**config.mk**
```make
export PLATFORM = sky130hd
export DESIGN_NAME = dbus_clint
export DESIGN_NICKNAME = d
export VERILOG_FILES = /design/src/rtl/dbus_clint.sv
export SDC_FILE = /design/constraint.sdc
export NUM_CORES = 1
export LEC_CHECK = 0
export ABC_AREA = 1
export BUFFER_PORTS_ARGS = -buffer_cell sky130_fd_sc_hd__buf_4
export CELL_PAD_IN_SITES_DETAIL_PLACEMENT = 1
export CELL_PAD_IN_SITES_GLOBAL_PLACEMENT = 1
export CORE_MARGIN = 3
export CORE_UTILIZATION = 39
export CTS_CLUSTER_SIZE = 20
export DETAILED_ROUTE_END_ITERATION = 8
export PLACE_DENSITY = 0.86
export SLEW_MARGIN = 15
export SYNTH_ARGS = -nofsm -noshare
export SYNTH_HDL_FRONTEND = slang
export SYNTH_SLANG_ARGS = --single-unit
```
**constraint.sdc**
```tcl
create_clock -name clk_i -period 3.65 [get_ports clk_i]
set_input_delay 0.365 -clock clk_i [delete_from_list [all_inputs] [get_ports clk_i]]
set_output_delay 0.365 -clock clk_i [all_outputs]
set_load 0.05 [all_outputs]
```
**src/rtl/dbus_clint.sv**
```systemverilog
// dbus_clint: core-local interruptor target on the core data bus.
//   Holds the 64-bit mtime counter, the mtimecmp compare register and the msip
//   soft-interrupt bit, and drives the machine timer/software interrupt lines.
// Ports:
//   clk_i      clock
//   rst_ni     synchronous active-low reset
//   addr_i     byte address from the LSU (bits [1:0] ignored)
//   arvalid_i  read request this cycle
//   wvalid_i   write request this cycle
//   wdata_i    lane-aligned write data
//   wstrb_i    byte write enables
//   rdata_o    read data, valid the cycle after arvalid_i, zero otherwise
//   mtip_o     machine timer interrupt pending (mtime >= mtimecmp)
//   msip_o     machine software interrupt pending
module dbus_clint #(
  parameter int unsigned XLEN      = 32,
  parameter logic [31:0] BASE_ADDR = 32'h0200_0000,
  parameter int unsigned TICK_DIV  = 1
) (
  input  logic              clk_i,
  input  logic              rst_ni,
  input  logic [XLEN-1:0]   addr_i,
  input  logic              arvalid_i,
  input  logic              wvalid_i,
  input  logic [XLEN-1:0]   wdata_i,
  input  logic [XLEN/8-1:0] wstrb_i,
  output logic [XLEN-1:0]   rdata_o,
  output logic              mtip_o,
  output logic              msip_o
);

  localparam int unsigned PW        = (TICK_DIV > 1) ? $clog2(TICK_DIV) : 1;
  localparam logic [PW-1:0] PRESC_MAX = PW'(TICK_DIV - 1);

  // Word indices (byte offset / 4) of the mapped registers
  localparam logic [13:0] W_MSIP    = 14'h0000;
  localparam logic [13:0] W_CMP_LO  = 14'h1000;
  localparam logic [13:0] W_CMP_HI  = 14'h1001;
  localparam logic [13:0] W_TIME_LO = 14'h2FFE;
  localparam logic [13:0] W_TIME_HI = 14'h2FFF;

  logic [63:0]   mtime_q;
  logic [63:0]   mtime_inc;
  logic [63:0]   mtime_next;
  logic [63:0]   cmp_q;
  logic [63:0]   cmp_next;
  logic          msip_q;
  logic          msip_next;
  logic [PW-1:0] presc_q;
  logic [PW-1:0] presc_next;
  logic          tick;
  logic          sel;
  logic [13:0]   word;
  logic          wr_en;
  logic          rd_en;
  logic [31:0]   read_word;
  logic          unused_addr_bits;

  assign sel              = (addr_i[31:16] == BASE_ADDR[31:16]);
  assign word             = addr_i[15:2];
  assign wr_en            = sel && wvalid_i;
  assign rd_en            = sel && arvalid_i;
  assign unused_addr_bits = ^addr_i[1:0];

  // Replace only the byte lanes enabled in strb
  function automatic logic [31:0] merge_lanes(input logic [31:0] old_word,
                                              input logic [31:0] new_word,
                                              input logic [3:0]  strb);
    logic [31:0] result;
    result = old_word;
    for (int b = 0; b < 4; b++) begin
      if (strb[b]) result[8*b +: 8] = new_word[8*b +: 8];
    end
    return result;
  endfunction

  assign tick       = (presc_q == PRESC_MAX);
  assign presc_next = tick ? '0 : presc_q + PW'(1);
  assign mtime_inc  = mtime_q + {63'd0, tick};

  // Next-state for the registers. A bus write to an mtime half replaces the
  // incremented value only in the written lanes, so no carry crosses halves.
  always_comb begin
    mtime_next = mtime_inc;
    cmp_next   = cmp_q;
    msip_next  = msip_q;
    if (wr_en) begin
      case (word)
        W_MSIP:    if (wstrb_i[0]) msip_next = wdata_i[0];
        W_CMP_LO:  cmp_next[31:0]    = merge_lanes(cmp_q[31:0], wdata_i, wstrb_i);
        W_CMP_HI:  cmp_next[63:32]   = merge_lanes(cmp_q[63:32], wdata_i, wstrb_i);
        W_TIME_LO: mtime_next[31:0]  = merge_lanes(mtime_inc[31:0], wdata_i, wstrb_i);
        W_TIME_HI: mtime_next[63:32] = merge_lanes(mtime_inc[63:32], wdata_i, wstrb_i);
        default:   ;
      endcase
    end
  end

  // Read mux works on current register values, giving read-before-write order
  always_comb begin
    read_word = '0;
    case (word)
      W_MSIP:    read_word = {31'd0, msip_q};
      W_CMP_LO:  read_word = cmp_q[31:0];
      W_CMP_HI:  read_word = cmp_q[63:32];
      W_TIME_LO: read_word = mtime_q[31:0];
      W_TIME_HI: read_word = mtime_q[63:32];
      default:   read_word = '0;
    endcase
  end

  // Unselected cycles return zero so several targets can be OR-combined
  always_ff @(posedge clk_i) begin
    if (!rst_ni) begin
      mtime_q <= '0;
      cmp_q   <= '1;
      msip_q  <= 1'b0;
      presc_q <= '0;
      rdata_o <= '0;
      mtip_o  <= 1'b0;
    end else begin
      mtime_q <= mtime_next;
      cmp_q   <= cmp_next;
      msip_q  <= msip_next;
      presc_q <= presc_next;
      rdata_o <= rd_en ? read_word : '0;
      mtip_o  <= (mtime_next >= cmp_next);
    end
  end

  assign msip_o = msip_q;

endmodule

```
# [After elaboration in Yosys (flattened, before gate mapping)]
# Cells that the tools add are included.
[word_totals] register_bits=163 inputBits=72 output_inout_bits=34 wordCells=44
[op_classes] add_sub_neg=2 order_cmp=1 n_eq_ne=5 muxes=23 bitwise=1 reduce_logical=6
[ops] cell="case mux 32 bit (5 select lines)" n=1
[ops] cell="two-way mux 32 bit" n=4
[ops] cell="two-way mux 64 bit" n=2
[ops] cell="two-way mux 8 bit" n=16
[ops] cell="adder 64 x 1 -> 64 bit" n=1
[ops] cell=">= comparator 64 bit" n=1
[ops] cell="equality test 14 x 13 -> 1 bit, second input constant" n=2
[ops] cell="equality test 14 bit, second input constant" n=2
[ops] cell="equality test 16 x 10 -> 1 bit, second input constant" n=1
[ops] cell="logical NOT 14 bit" n=1
[ops] cell="AND reduction 2 bit" n=2
[ops] cell="AND reduction 3 bit" n=1
[ops] cell="logical AND 1 bit" n=2
[ops] cell="adder 1 bit, second input constant" n=1
[ops] cell="inverter 1 bit" n=1

# [Longest topological paths before layout]
# Gate-level depths: netlist of run 1.
[depth] depth_word=6 ltp_mapped=25 mapped_depth_nobuf=24

# [Worst setup path before layout of run 1]
# No wires, ideal clock.
[synth_timing] kind="register to register" from="register mtime_q[0]" to="register mtip_o" setup_time_ps=70 arrival_ps=2697 required_time_ps=3580 path_slack_ps=883 path_stages_with_launch=22 n_path_buf=0 path_cell_list="dfxtp_1 ha_1 ha_1 nand2_1 nor2_1 nand3_1 nor2_1 xor2_1 nand2_1 o21ai_0 inv_1 ha_1 nand2_1 nor2_1 nand3_1 nor2_1 nand2_1 nand2_1 nor2_1 nand2_1 nand2_1 a21oi_1"
[synth_via] elab_chain_len=5 word_cells_on_any_way=13
[synth_lines] element="start: declaration" line="42" rtl="logic [63:0] mtime_q;"
[synth_lines] element="start signal: assignment" line="122" rtl="mtime_q <= mtime_next;"
[synth_lines] element="adder 64 x 1 -> 64 bit (*)" line="79" rtl="assign mtime_inc = mtime_q + {63'd0, tick};"
[synth_lines] element="two-way mux 8 bit" line="72" rtl="if (strb[b]) result[8*b +: 8] = new_word[8*b +: 8];"
[synth_lines] element="two-way mux 32 bit" line="88" rtl="case (word)"
[synth_lines] element="two-way mux 64 bit (*)" line="87" rtl="if (wr_en) begin"
[synth_lines] element="named net mtime_next[30]" line="44" rtl="logic [63:0] mtime_next;"
[synth_lines] element=">= comparator 64 bit (*)" line="127" rtl="mtip_o <= (mtime_next >= cmp_next);"
[synth_lines] element="end signal: assignment" line="127"
[synth_lines] element="end: declaration" line="28" rtl="output logic mtip_o,"
# The timed path passes the listed nets; every way through them passes the cells marked *.
# A chain may end at the register's enable or synchronous reset.

# [Worst setup path after layout of run 1]
[layout_timing] from="register presc_q" to="register mtip_o"
[layout_via] elab_chain_len=6 word_cells_on_any_way=14
[layout_lines] element="start: declaration" line="49" rtl="logic [PW-1:0] presc_q;"
[layout_lines] element="start signal: assignment" line="125" rtl="presc_q <= presc_next;"
[layout_lines] element="inverter 1 bit (*)" line="77" rtl="assign tick = (presc_q == PRESC_MAX);"
[layout_lines] element="named net tick" line="51" rtl="logic tick;"
[layout_lines] element="adder 64 x 1 -> 64 bit (*)" line="79"
[layout_lines] element="two-way mux 8 bit" line="72"
[layout_lines] element="two-way mux 32 bit" line="88"
[layout_lines] element="two-way mux 64 bit (*)" line="87"
[layout_lines] element="named net mtime_next[21]" line="44"
[layout_lines] element=">= comparator 64 bit (*)" line="127"
# Marks and branches as above.

==> impl_results.md, run 1 <==
- Tot GR Track Use: 30.1%
- Clock Pin Slew Worst Setup and Hold Paths: 0.07 ns
- Die area: 30,600 um^2
- Congestion Overflow GR: 0
- Most frequent cells in the layout: nand2_1 (582), inv_1 (219), nor2_1 (174)
- HP Class: input pin to flip-flop
- Sequential fraction of the synthesis area: 29.3%
- Setup Skew: 0.0141 ns
- Longest Clk Path Bufs: 2
- Arr. time, crit path: 3.82 ns
- Initial DRC count: 901
- Setup crit end kind: flip-flop
- LEAKAGE: 6.43 nW
- Cell mode on critical path: nand2_1
- FFs w/ async S/R, synth: 0%
- Syn Inst Count: 1,739
- Hold WS: 0.205 ns
- Ys Warns: 0
- Worst rel slew slack: 46.1%
- Via Count: 12,388
- Max cap viols: 0
- H-tree depth: 4
- Total Nets Final: 1,998
- Antenna cells: 0
- Largest net degree at the start of global routing: 59
- Synth Register Bits: 163
- PD cells: 300 nW/um^2
- Chip Height: 175 um
- Number of CTS-inserted buffers: 17
- Vias in the first global route: 12,907
- Status: completed
- CP Launch Type: flip-flop
- WP data required: 3.94 ns
- Syn Area/Cell: 6.40 um^2
- Drt total wl: 46.1 mm
- Most common cell after layout, fill and taps aside: nand2_1
- # rows: 61
- Peak VDD IR: 0.226 mV
- Clock Latency Late Sink: 0.44 ns
- Area delta synth->final: 17.9%
- Clock net sink count: 163
- Delay-heaviest family, CP: simple AND/OR/NAND/NOR gates
- # IOs: 106
- Port Buf Inserts: 103
- Root Buffer: clkbuf_16
- Initial Utilization: 39.9%
- Max Transition Viols Final: 0
- Final HPWL DP: 35.7 mm
- Synthesized net count: 1,877
- CTS tree: yes
- Netlist Area Pre-Place: 11,100 um^2
- Final ANT Viol Nets: 0
- First-pass GRT wire length: 71.6 mm
- CP Depth: 22
- # setup viols final: 0
- Post-synth EDFFs: 0
- CP Buf/Inv Count: 3
- Placement Setup Slack: 0.0300 ns
- R2R cell count: 22
- WHS Path Cells: 3
- DR WL/cell: 20.5 um
- CP max stage cell: nand3_1
- Core area: 27,900 um^2
- Vias per cell: 5.51
- Final hold viol count: 0
- Final worst path period need: 3.53 ns
- GPL Wtd Cong: 0.987
- Critical path peak fanout: 4
- Max Fclk: 283 MHz
- Drt pass-1 iters: 7
- Layout cells sized above 1: 14.5%
- DRC: 0
- CP cell instances: inv_1, ha_1, buf_4, nand3_2, nor2_1, nand3_1, nor2_2, buf_4, nand2_1, nand3_1, nand2_1, ha_1, nand2_1, a21oi_1, nor2_1, nand2_1, nand2_1, nand2_1, nor2_1, nand2_1, nand2_1, a21oi_1
- Post-route worst setup slack: 0.116 ns
- Initial antenna violation count: 0
- Fraction of the cycle the final worst path needs: 96.8%
- Most used flip-flop cell after synthesis: dfxtp_1
- Setup CP Type: flip-flop to flip-flop
- Die width: 175 um
- Slew of the pin with the lowest slew margin: 0.809 ns
- Netlist cell types: 45
- Slowest stage delay, CP: 0.37 ns
-- metrics by stage --
| stage | setup TNS, ns | cell area, um^2 | power, W | std cells | utilization [%] |
|---|---|---|---|---|---|
| after floorplan | 0 | 11100 | 0.00188 | 1739 | - |
| after global placement | 0 | 12400 | 0.00199 | 2218 | 44.4 |
| after detailed placement | 0 | 12400 | 0.00199 | 2218 | 44.4 |
| after CTS | 0 | 13000 | 0.00394 | 2248 | 46.6 |
| after global routing | -0.00481 | 13100 | 0.00402 | 2249 | 47.0 |
| final | 0 | 13100 | 0.00393 | 2249 | 47.0 |
-- kinds of logic (layout without fill, tap and decap cells) --
| kind of cell | Yosys count | in the layout | synth area share (%) |
|---|---|---|---|
| AND/OR/NAND/NOR | 984 | 984 | 38.5 |
| buffers and inverters | 267 | 399 | 9.92 |
| AO/OA/AOI/OAI | 232 | 232 | 12.7 |
| flip-flops | 163 | 163 | 29.3 |
| adder cells (fa/ha/maj) | 66 | 66 | 7.42 |
| XOR/XNOR | 26 | 26 | 2.05 |
| other | 1 | 1 | 0.0337 |
-- power by group --
group          switching [W]  internal, W
Sequential        0.00000190      0.00178
Combinational       0.000106    0.0000663
Clock               0.000836      0.00114
Total               0.000943      0.00299
-- what timing repair did --
| action | CTS | global route |
|---|---|---|
| buffers inserted | 0 | 1 |
| pin swaps | 0 | 1 |
| resized for setup | 1 | 23 |
| hold buffers | 0 | 0 |
| endpoints found under the setup margin | 1 | 1 |
-- path summary, 6_finish.rpt --
kind                                          start                    to  slack, ns
worst max register to register   presc_q$_SDFF_PN0_     mtip_o$_SDFF_PN0_       0.12
worst max-delay path             presc_q$_SDFF_PN0_     mtip_o$_SDFF_PN0_       0.12
worst min register to register  cmp_q[3]$_SDFF_PN1_   cmp_q[3]$_SDFF_PN1_       0.50
worst min-delay path                    wdata_i[29]  cmp_q[61]$_SDFF_PN1_       0.20
-- tightest hold or removal path: stages --
cell and delay [ns]:
buf_4 0.11, o21ai_1 0.09, nand2_1 0.06
-- area by class of cell --
| cell class | count | area [um^2] |
|---|---|---|
| fill | 3826 | 14800 |
| timing repair buffer | 141 | 1060 |
| tap | 378 | 473 |
| clock inverter | 12 | 180 |
| clock buffer | 18 | 429 |
| sequential | 163 | 3260 |
| inverter | 228 | 856 |
| multi-input combinational | 1309 | 6860 |
-- per-layer routing --
metal	up-vias	GRT usage [%]	wire, um
met4	0	13.4	2210
met5	-	0	0
met3	129	4.17	2620
met1	6002	37.8	19600
met2	440	51.6	21700
li1	5817	-	-
-- sequential cells by signal, summed over array words and instances (netlist names) --
signal	flops
cmp_q	64
mtime_q	64
rdata_o	32
msip_o	1
mtip_o	1
presc_q	1
-- cell usage after synthesis, types with 5 or more instances --
cell type | n | area [um^2]
inv_2 | 6 | 22.5
nor3_1 | 29 | 145
a21oi_1 | 86 | 430
nor2_2 | 10 | 62.6
dfxtp_1 | 163 | 3260
o211ai_1 | 10 | 75.1
xnor2_1 | 8 | 70.1
nand2_1 | 583 | 2190
inv_1 | 220 | 826
o21ai_0 | 50 | 250
o22ai_1 | 5 | 31.3
clkbuf_1 | 17 | 63.8
nor2_1 | 183 | 687
buf_6 | 10 | 113
nand2_2 | 5 | 31.3
o21bai_1 | 5 | 37.5
nor2_8 | 5 | 100
xor2_1 | 18 | 158
nand2_4 | 6 | 67.6
o2111ai_1 | 11 | 96.3
buf_4 | 5 | 37.5
nor2_4 | 9 | 101
buf_2 | 7 | 35.0
ha_1 | 66 | 826
o21ai_2 | 32 | 280
and2_1 | 9 | 56.3
o21a_1 | 11 | 82.6
nand3_1 | 76 | 380
o21ai_1 | 12 | 60.1
nand4_1 | 52 | 325
Note: power is estimated with default switching activity, not from simulation.
==> inputs of run 2 (changes only) <==
--- a/config.mk
+++ b/config.mk
@@ -6,14 +6,14 @@
 export NUM_CORES = 1
 export LEC_CHECK = 0
 export ABC_AREA = 1
-export BUFFER_PORTS_ARGS = -buffer_cell sky130_fd_sc_hd__buf_4
 export CELL_PAD_IN_SITES_DETAIL_PLACEMENT = 1
 export CELL_PAD_IN_SITES_GLOBAL_PLACEMENT = 1
 export CORE_MARGIN = 3
 export CORE_UTILIZATION = 39
 export CTS_CLUSTER_SIZE = 20
 export DETAILED_ROUTE_END_ITERATION = 8
-export PLACE_DENSITY = 0.86
+export DONT_BUFFER_PORTS = 1
+export PLACE_DENSITY = 0.82
 export SLEW_MARGIN = 15
 export SYNTH_ARGS = -nofsm -noshare
 export SYNTH_HDL_FRONTEND = slang
==> run 2 against run 1 <==
Combinational power decreased by 56%; worst hold slack lost 0.19 ns; sequential cell count is the same; global-route usage fell by 0.063 points; critical path type unchanged; largest power group is now registers.
==> impl_results.md, run 2 (synthesis results as in run 1) <==
- Metal2 WL: 21.7 mm (-0.26%)
- Tot GR Track Use: 30.1% (-0.063 points)
- Max Fclk: 293 MHz (+3.6%)
- Slowest stage delay, CP: 0.35 ns (-0.02 ns)
- # setup viols final: 0 (unchanged)
- Met1 WL: 19.5 mm (-0.43%)
- First-pass GRT wire length: 71.1 mm (-0.76%)
- Port Buf Inserts: 0 (-100%)
- Final ANT Viol Nets: 0 (unchanged)
- Layout cells sized above 1: 10.8% (-3.8 points)
- DR WL/cell: 21.1 um (+3.0%)
- Die area: 30,600 um^2 (unchanged)
- Origin of the worst setup path: mtime_q[0]$_SDFF_PN0_
- Die width: 175 um (unchanged)
- Overall Power: 0.00361 W (-8.2%)
- Clock Pin Slew Worst Setup and Hold Paths: 0.08 ns (about the same)
- HP Class: input pin to flip-flop
- Net Switching: 0.000915 W (-3.0%)
- Max Transition Viols Final: 0 (unchanged)
- Number of CTS-inserted buffers: 17 (unchanged)
- CP cell instances: ha_2, buf_4, inv_1, nor2_2, nand2_4, nor2_4, buf_4, nand2_2, xor2_1, inv_1, nand2_1, o21ai_1, ha_1, nand4_1, inv_1, nand2_1, nand2_1, nand2_1, nand2_1, nor2_1, nand2_1, nand2_1, a21oi_1
- Setup TNS: 0 ns (unchanged)
- Total Nets Final: 1,917 (-4.1%)
- Vias per cell: 5.56 (+0.89%)
- Core area: 27,900 um^2 (unchanged)
- Setup CP Type: flip-flop to flip-flop
- Largest net degree at the start of global routing: 73 (+24%)
- # rows: 61 (unchanged)
- Most common cell after layout, fill and taps aside: nand2_1
- Sw Ratio: 25.4% (+1.4 points)
- Vias in the first global route: 12,537 (-2.9%)
- CTS tree: yes
- Antenna cells: 0 (unchanged)
- RR Startpoint: mtime_q[0]$_SDFF_PN0_
- WP data required: 4.02 ns (+0.08 ns)
- LEAKAGE: 5.99 nW (-6.7%)
- Combinational share of power: 2.1% (-2.3 points)
- CP max stage cell: dfxtp_1
- Top flop regs: cmp_q (64), mtime_q (64), rdata_o (32)
- Initial Utilization: 39.9% (unchanged)
- Placement Setup Slack: 0.0907 ns (+0.0607 ns)
- Pint: 0.00269 W (-9.9%)
- Drt total wl: 45.8 mm (-0.63%)
- H-tree depth: 4 (unchanged)
- Final core utilization: 44.7% (-2.3 points)
- Reg-to-reg setup timing slack: 0.24 ns (+0.12 ns)
- Setup crit end kind: flip-flop
- Final worst path period need: 3.41 ns (-0.122 ns)
- Final HPWL DP: 35.5 mm (-0.47%)
- Initial antenna violation count: 0 (unchanged)
- RSZ-0062 raised after global routing: no
- Critical path peak fanout: 4 (unchanged)
- PD cells: 289 nW/um^2 (-3.5%)
- Congestion Overflow GR: 0 (unchanged)
- Via Count: 12,059 (-2.7%)
- Arr. time, crit path: 3.79 ns (-0.03 ns)
- Slew of the pin with the lowest slew margin: 1.09 ns (+0.284 ns)
- DRC: 0 (unchanged)
- Cell mode on critical path: nand2_1
- Root Buffer: clkbuf_16
- Sequential group share of total power: 49.4% (+4.1 points)
- Critical Path End: mtip_o$_SDFF_PN0_
- Clk pwr share: 48.5% (-1.8 points)
- Clock Latency Late Sink: 0.44 ns (about the same)
- Hold path start: rst_ni
- Area delta synth->final: 12.0%
- Top layer in use: met4
- Reg-to-Reg End: mtip_o$_SDFF_PN0_
- Worst rel slew slack: 27.1% (-19 points)
- # IOs: 106 (unchanged)
- Post-route worst setup slack: 0.238 ns (+0.122 ns)
- Longest Clk Path Bufs: 2 (unchanged)
- Final std cells w/o fill: 2,170 (-3.5%)
- Setup Skew: 0.0119 ns (-0.00226 ns)
- Routed wl met3: 3.10 mm (+18%)
- Chip Height: 175 um (unchanged)
- Drt pass-1 iters: 5 (-2)
- Max cap viols: 0 (unchanged)
- Placed Instances: 2,131 (-3.9%)
- GPL Wtd Cong: 0.975 (-1.3%)
- Peak VDD IR: 0.253 mV (+12%)
- Clock net sink count: 163 (unchanged)
- Most frequent cells in the layout: nand2_1 (580), inv_1 (219), nor2_1 (173)
- Final hold viol count: 0 (unchanged)
- Status: completed
- Fraction of the cycle the final worst path needs: 93.5% (-3.3 points)
- Initial DRC count: 847 (-6.0%)
- R2R cell count: 23 (+4.5%)
- CP Launch Type: flip-flop
-- run 2: changes by cell type in the layout (fill, tap and decap cells not counted), moves of 2 or more --
cell           previous run  this run
nand2_1                 582       580
xor2_2                    2         0
xor2_1                   16        18
buf_4                   141        56
bufinv_16                 4         0
clkinvlp_4                2         6
dlygate4sd3_1             0         4
-- run 2: layer usage --
layer  up-vias  global-route usage (%)
met1      5855                    38.4
met4         0                    11.1
li1       5664                       -
met2       430                    51.2
met3       110                    5.04
met5         -                       0
-- run 2: final cells by class --
| type | instances | area [um^2] |
|---|---|---|
| clock buffers | 18 | 439 |
| clock inverters | 14 | 104 |
| fillers | 3822 | 15500 |
| inverters | 228 | 856 |
| multi-input cells | 1309 | 6880 |
| flip-flops and latches | 163 | 3260 |
| well taps | 378 | 473 |
| repair buffers | 60 | 460 |
-- run 2: worst min path at each step --
stage	endpoint	slack, ns	cells after the start
final	cmp_q[9]$_SDFF_PN1_	0.01	1
after global routing	cmp_q[8]$_SDFF_PN1_	0.002	1
after CTS	cmp_q[9]$_SDFF_PN1_	0.004	1
after detailed placement	cmp_q[40]$_SDFF_PN1_	0.45	1
after global placement	cmp_q[11]$_SDFF_PN1_	0.45	1
after floorplan	cmp_q[0]$_SDFF_PN1_	0.45	2
-- run 2: through the flow --
stage	area [um^2]	hold WS, ns
2_1_floorplan	11100	0.453
3_3_place_gp	11800	0.445
3_5_place_dp	11800	0.448
4_1_cts	12300	0.00360
5_1_grt	12500	0.00166
6_report	12500	0.0128
-- run 2: repair_timing --
action / in CTS / in global routing
hold buffers: 4 / 0
endpoints found under the setup margin: 0 / 1
gates resized for setup: 0 / 29
endpoints found under the hold margin: 4 / 0
buffers inserted: 0 / 3
-- run 2: critical path: cells and delay by family, from the launching register on --
family	cells	cell delay, ns
and+or+nand+nor	13	1.48
buffers and inverters	5	0.58
adders and majority gates	2	0.57
DFF	1	0.35
AOI/OAI and AO/OA	2	0.20
xor gates and xnor gates	1	0.16
-- run 2: power by group through the flow --
stage	combinational [W]	sequential, W	clock [W]
floorplan	0.0000609	0.00182	0
finish	0.0000763	0.00178	0.00175
global route	0.0000858	0.00178	0.00185
detailed placement	0.0000682	0.00182	0
CTS	0.0000739	0.00178	0.00177
global placement	0.0000639	0.00182	0
